===== src/rtl/ai_mc_csr_master.sv =====
`default_nettype none
// ============================================================================
//  Module      : ai_mc_csr_master
//  Description : CSR bus master. After reset it writes five boot values to
//                CSRs 0..4, then serves single host read/write requests on a
//                valid/ready request and response channel.
//  Revision    : 1.0 - initial release
// ============================================================================
module ai_mc_csr_master #(
   parameter int          CSR_ADDR_W    = 4,
   parameter int          CSR_DATA_W    = 32,
   parameter logic [1:0]  INIT_SPI_MODE = 2'b00,
   parameter logic [7:0]  INIT_CLK_DIV  = 8'd4,
   parameter logic [15:0] INIT_LEN      = 16'd16,
   parameter logic [0:0]  INIT_ECC      = 1'b1,
   parameter logic [15:0] INIT_TIMEOUT  = 16'd1000
) (
   input  logic                  clk,
   input  logic                  rst,
   // host request channel
   input  logic                  req_valid,
   output logic                  req_ready,
   input  logic                  req_we,
   input  logic [CSR_ADDR_W-1:0] req_addr,
   input  logic [CSR_DATA_W-1:0] req_wdata,
   // host response channel
   output logic                  rsp_valid,
   input  logic                  rsp_ready,
   output logic [CSR_DATA_W-1:0] rsp_rdata,
   output logic                  rsp_err,
   output logic                  init_done,
   // CSR bus
   output logic                  cs,
   output logic                  we,
   output logic [CSR_ADDR_W-1:0] addr,
   output logic [CSR_DATA_W-1:0] wdata,
   input  logic [CSR_DATA_W-1:0] rdata
);

   typedef enum logic [2:0] {
      INIT     = 3'd0,
      IDLE     = 3'd1,
      WRITE    = 3'd2,
      READ     = 3'd3,
      READ_CAP = 3'd4,
      RESP     = 3'd5
   } state_t;

   localparam logic [2:0] c_LAST_INIT_IDX = 3'd4;

   state_t                r_state;
   state_t                w_state_next;

   // r_run is low only while reset is held, so the boot writes never show on
   // the bus before the first clock edge after release.
   logic                  r_run;
   logic [2:0]            r_idx;
   logic                  r_init_done;
   logic                  r_req_we;
   logic [CSR_ADDR_W-1:0] r_req_addr;
   logic [CSR_DATA_W-1:0] r_req_wdata;
   logic [CSR_DATA_W-1:0] r_rsp_rdata;
   logic                  r_rsp_err;
   logic [CSR_ADDR_W-1:0] r_bus_addr;
   logic [CSR_DATA_W-1:0] r_bus_wdata;

   logic                  w_drive;
   logic                  w_we;
   logic [CSR_ADDR_W-1:0] w_addr;
   logic [CSR_DATA_W-1:0] w_wdata;
   logic [CSR_DATA_W-1:0] w_init_value;
   logic                  w_accept;
   logic                  w_req_bad;

   // Only CSRs 0..4 exist; anything above is answered with an error.
   assign w_req_bad = (32'(req_addr) > 32'd4);

   // Boot value for the CSR currently addressed by the init index.
   always_comb begin
      w_init_value = '0;
      case (r_idx)
         3'd0:    w_init_value = CSR_DATA_W'(INIT_SPI_MODE);
         3'd1:    w_init_value = CSR_DATA_W'(INIT_CLK_DIV);
         3'd2:    w_init_value = CSR_DATA_W'(INIT_LEN);
         3'd3:    w_init_value = CSR_DATA_W'(INIT_ECC);
         3'd4:    w_init_value = CSR_DATA_W'(INIT_TIMEOUT);
         default: w_init_value = '0;
      endcase
   end

   // State register.
   always_ff @(posedge clk or negedge rst) begin
      if (!rst) begin
         r_state <= INIT;
      end else begin
         r_state <= w_state_next;
      end
   end

   // Next-state decode and CSR bus drive; addr/wdata fall back to the held
   // values whenever the bus is idle.
   always_comb begin
      w_state_next = r_state;
      w_drive      = 1'b0;
      w_we         = 1'b0;
      w_addr       = r_bus_addr;
      w_wdata      = r_bus_wdata;
      w_accept     = 1'b0;
      case (r_state)
         INIT: begin
            if (r_run) begin
               w_drive = 1'b1;
               w_we    = 1'b1;
               w_addr  = CSR_ADDR_W'(r_idx);
               w_wdata = w_init_value;
               if (r_idx == c_LAST_INIT_IDX) begin
                  w_state_next = IDLE;
               end
            end
         end
         IDLE: begin
            if (req_valid) begin
               w_accept = 1'b1;
               if (w_req_bad) begin
                  w_state_next = RESP;
               end else if (req_we) begin
                  w_state_next = WRITE;
               end else begin
                  w_state_next = READ;
               end
            end
         end
         WRITE: begin
            w_drive      = 1'b1;
            w_we         = 1'b1;
            w_addr       = r_req_addr;
            w_wdata      = r_req_wdata;
            w_state_next = RESP;
         end
         READ: begin
            w_drive      = 1'b1;
            w_addr       = r_req_addr;
            w_state_next = READ_CAP;
         end
         READ_CAP: begin
            w_state_next = RESP;
         end
         RESP: begin
            if (rsp_ready) begin
               w_state_next = IDLE;
            end
         end
         default: begin
            w_state_next = INIT;
         end
      endcase
   end

   // Boot index, request latch, response capture and bus value hold.
   always_ff @(posedge clk or negedge rst) begin
      if (!rst) begin
         r_run       <= 1'b0;
         r_idx       <= 3'd0;
         r_init_done <= 1'b0;
         r_req_we    <= 1'b0;
         r_req_addr  <= '0;
         r_req_wdata <= '0;
         r_rsp_rdata <= '0;
         r_rsp_err   <= 1'b0;
         r_bus_addr  <= '0;
         r_bus_wdata <= '0;
      end else begin
         r_run <= 1'b1;
         if (r_state == INIT && r_run) begin
            if (r_idx == c_LAST_INIT_IDX) begin
               r_idx       <= 3'd0;
               r_init_done <= 1'b1;
            end else begin
               r_idx <= r_idx + 3'd1;
            end
         end
         if (w_drive) begin
            r_bus_addr  <= w_addr;
            r_bus_wdata <= w_wdata;
         end
         if (w_accept) begin
            r_req_we    <= req_we;
            r_req_addr  <= req_addr;
            r_req_wdata <= req_wdata;
            r_rsp_rdata <= '0;
            r_rsp_err   <= w_req_bad;
         end
         // The responder registers rdata on the read strobe edge, so it is
         // valid during READ_CAP.
         if (r_state == READ_CAP) begin
            r_rsp_rdata <= rdata;
         end
      end
   end

   assign cs        = w_drive;
   assign we        = w_we;
   assign addr      = w_addr;
   assign wdata     = w_wdata;
   assign req_ready = (r_state == IDLE);
   assign rsp_valid = (r_state == RESP);
   assign rsp_rdata = r_rsp_rdata;
   assign rsp_err   = r_rsp_err;
   assign init_done = r_init_done;

endmodule
`default_nettype wire


===== config.mk =====
export PLATFORM = sky130hd
export DESIGN_NAME = ai_mc_csr_master
export DESIGN_NICKNAME = d
export VERILOG_FILES = /design/src/rtl/ai_mc_csr_master.sv
export SDC_FILE = /design/constraint.sdc
export NUM_CORES = 1
export LEC_CHECK = 0
export CORE_MARGIN = 2
export CORE_UTILIZATION = 40
export CTS_BUF_LIST = sky130_fd_sc_hd__clkbuf_4
export DETAILED_ROUTE_END_ITERATION = 10
export GPL_TIMING_DRIVEN = 1
export HOLD_SLACK_MARGIN = 0.08
export PLACE_DENSITY_LB_ADDON = 0.12
export SYNTH_ARGS = -nofsm -noshare
export SYNTH_HDL_FRONTEND = slang
export SYNTH_SLANG_ARGS = --single-unit

===== constraint.sdc =====
create_clock -name clk -period 1.9 [get_ports clk]
set_input_delay 0.38 -clock clk [delete_from_list [all_inputs] [get_ports clk]]
set_output_delay 0.38 -clock clk [all_outputs]
set_load 0.02 [all_outputs]

==> run_results.csv <==
group,metric,value,unit
run_status,status,"finished, violations left",
run_status,violations,"setup timing",
logic_synthesis,synth.distinct_cells,40,
critical_path,cp_max_fo,4,
global_routing,grt_pass1_wl,20.49,mm
global_routing,antenna_found_initial,0,
logic_synthesis,yosysMostFrequentCell,"dfrtp_1",
place,hpwl,8.266,mm
place,dpl_cell_area,6817,um^2
floorplanning,start_util,0.4082,
critical_path,cp.required,1.52,ns
routing,routed_wl,14.08,mm
finish,drive_gt1_frac,0.3323,
critical_path,crit_type,"reg -> out",
place,io_buffers,146,
flow_run,max_cap_viol_count,0,
power_and_ir_drop,power.share.combinational,0.497,
min_path,worstHoldPathType,"in -> async",
finish,antenna_cells,0,
clock_network,cts.reportedPaths.clkPinSlew,0.10,ns
finish,fillerInstances,942,
sta,fin_tns_setup,-16.66,ns
routing,vias,4172,
clock_network,cts_root_buf,"clkbuf_4",
logic_synthesis,synth_compound_area_frac,0.1855,
floorplanning,pin_count,147,
routing,wl_per_cell,17.87,um
power_and_ir_drop,power_switching,4.051,mW
clock_network,clock_sinks,113,
power_and_ir_drop,ir_drop,0.8236,mV
logic_synthesis,synthTopCellsByCount,"113 x dfrtp_1, 66 x nand2_1, 48 x a22o_1",
routing,vias_per_cell,5.294,
power_and_ir_drop,internal_power,7.093,mW
logic_synthesis,synthAdderAreaFrac,0.01281,
finish,final_core_util,0.6600,
logic_synthesis,syn-cell-area,4882,um^2
logic_synthesis,synthSimpleGateAreaFrac,0.09482,
sta,setup_ws,-0.4951,ns
sta,fin_crit_sh,1.261,
critical_path,cp-start-kind,"flop",
logic_synthesis,synth_top_family_by_area,"compound AO/OA/AOI/OAI gates",
global_routing,grt_usage,0.2047,
logic_synthesis,synth_xor_area_frac,0,
clock_network,cts_tree,"built",
power_and_ir_drop,clockPowerShare,0.134,
sta,period_needed,2.395,ns
clock_network,clk_latency,0.52,ns
floorplanning,dieArea,13110,um^2
critical_path,worstReg2RegStart,"r_state[1]",
finish,fin_nets,707,
floorplanning,dieHeight,114.5,um
sta,skew,0.01281,ns
logic_synthesis,synth-edff-count,0,
sta,clock.fmax,417.5,MHz
logic_synthesis,ys_seq_elements,113,
place,place.gp.congestion,0.8158,
critical_path,crit_arrival,2.02,ns
place,placed_cells,714,
logic_synthesis,synth_flop_cell,"dfrtp_1",
global_routing,overflow,0,
logic_synthesis,synth_top_area_cell,"dfrtp_1",
logic_synthesis,seq_area_frac_synth,0.5792,
power_and_ir_drop,swShare,0.3635,
power_and_ir_drop,powerDensity,1412,nW/um^2
routing,drc,0,
logic_synthesis,synthTopCellsByArea,"dfrtp_1 58%, a22o_1 8.6%, mux2_2 8.3%",
floorplanning,die_w,114.5,um
logic_synthesis,synthCells,409,
floorplanning,core_area,11960,um^2
routing,first_pass_iters,4,
finish,syn2layout_area_growth,61.71,%
logic_synthesis,synth_top_area_share,0.5792,
logic_synthesis,muxShareOfSynthArea,0.08508,
sta,slew_violations,0,
sta,hold_viol_final,0,
critical_path,reg2reg_to,"r_req_addr[2]",
sta,rsz0062_at_grt,"yes",
power_and_ir_drop,p_seq_frac,0.369,
finish,final_cells,788,
clock_network,cts_buffers,17,
clock_network,cts.htree.levels,4,
critical_path,end_kind,"output pin",
finish,design_area,7895,um^2
logic_synthesis,avgSynthCellArea,11.94,um^2
logic_synthesis,yosys_warnings,0,
global_routing,grt_max_degree,40,
routing,dr.first_iter.drc_count,267,
power_and_ir_drop,cellLeakagePower,3.757,nW
clock_network,cts_buffer_depth,2,
critical_path,r2r_setup_slack,-0.07,ns
sta,setup_viol,60,
floorplanning,rows,40,
logic_synthesis,async_flop_share,1.000,
global_routing,first_global_vias,4106,
routing,final_antenna_net_count,0,
critical_path,reg2regPathDepth,8,
logic_synthesis,syn_nets,487,
-- layout make-up --
cell class,count,area (um^2),share of cell area
sequential,113,2828,0.3582
timing repair buffer,234,2497,0.3163
multi-input combinational,258,2140,0.2710
tap,147,183.9,0.02330
clock buffer,20,150.1,0.01902
clock inverter,11,72.57,0.009192
inverter,5,23.77,0.003011
-- power groups by stage --
stage	Clock (mW)	Sequential, mW	Combinational, mW
2_1_floorplan	0	4.45	2.14
3_3_place_gp	0	4.08	4.64
3_5_place_dp	0	4.15	4.71
4_1_cts	1.56	4.09	4.79
5_1_grt	1.67	4.25	5.90
6_report	1.49	4.12	5.54
-- routing by layer --
layer / global-route usage / part of all wire / vias up
met2: 0.3385 / 0.49 / 116
met5: 0 / 0 / -
met3: 0.05558 / 0.040 / 26
met4: 0.08862 / 0.022 / 0
li1: - / - / 1936
met1: 0.2520 / 0.45 / 2094
-- worst max-delay path: stages, from the launching register on --
cell and delay [ns]:
dfrtp_1 0.42, or4b_4 0.57, buf_6 0.16, nor2_4 0.09, a221o_1 0.13, buf_6 0.12
-- registers in the layout, summed over array words and instances, names as in the netlist --
register	count
init_done	1
r_bus_addr	4
r_bus_wdata	32
r_idx	3
r_req_addr	4
r_req_wdata	32
r_run	1
r_state	3
rsp_err	1
rsp_rdata	32
-- per-stage QoR --
stage,hold slack (ns),total power [mW],setup WS (ns)
global route,0.2829,11.82,-0.6099
detailed placement,0.3210,8.852,-0.4954
global placement,0.3198,8.728,-0.4473
CTS,0.2677,10.44,-0.5507
floorplan,0.08441,6.584,0.01730
finish,0.3054,11.14,-0.4951
-- worst max-delay path by stage --
stage,slack [ns],to,startpoint
global placement,-0.45,wdata[5],r_state[0]
CTS,-0.55,wdata[5],r_state[2]
floorplan,0.02,wdata[3],r_state[1]
finish,-0.50,addr[0],r_state[2]
detailed placement,-0.50,addr[2],r_state[0]
global route,-0.61,addr[0],r_state[1]
-- cell usage in the layout, fill, tap and decap left out, types with 3 or more instances in the layout --
master           instances
o21ai_1                  9
nand3b_1                 3
inv_1                    4
ha_1                     3
buf_12                  11
a221o_1                 22
a22o_1                  48
clkinv_2                 4
clkinv_1                 6
nor3b_4                  3
mux2_4                  31
dlygate4sd2_1           34
nor2_1                   3
clkbuf_16                6
dfrtp_1                113
o21ai_0                 27
buf_4                   51
mux2_2                   5
clkdlybuf4s50_1         71
clkbuf_4                20
nand2_1                 65
buf_6                   56
nor2_4                   5
-- what timing repair did --
action / 4_1_cts / 5_1_grt
pin swaps: 13 / 13
hold buffers: 1 / 0
endpoints found under the hold margin: 65 / 0
resized for setup: 299 / 63
cloned: 3 / 9
buffers inserted: 17 / 15
setup endpoints to repair: 74 / 85
-- logic make-up after synthesis --
| kind of cell | count (synthesis) |
|---|---|
| AO/OA/AOI/OAI | 118 |
| flip-flops | 113 |
| AND/OR/NAND/NOR | 96 |
| buffers and inverters | 39 |
| multiplexers | 37 |
| adder cells (fa/ha/maj) | 5 |
| other | 1 |
Note: power is estimated with default switching activity, not from simulation.
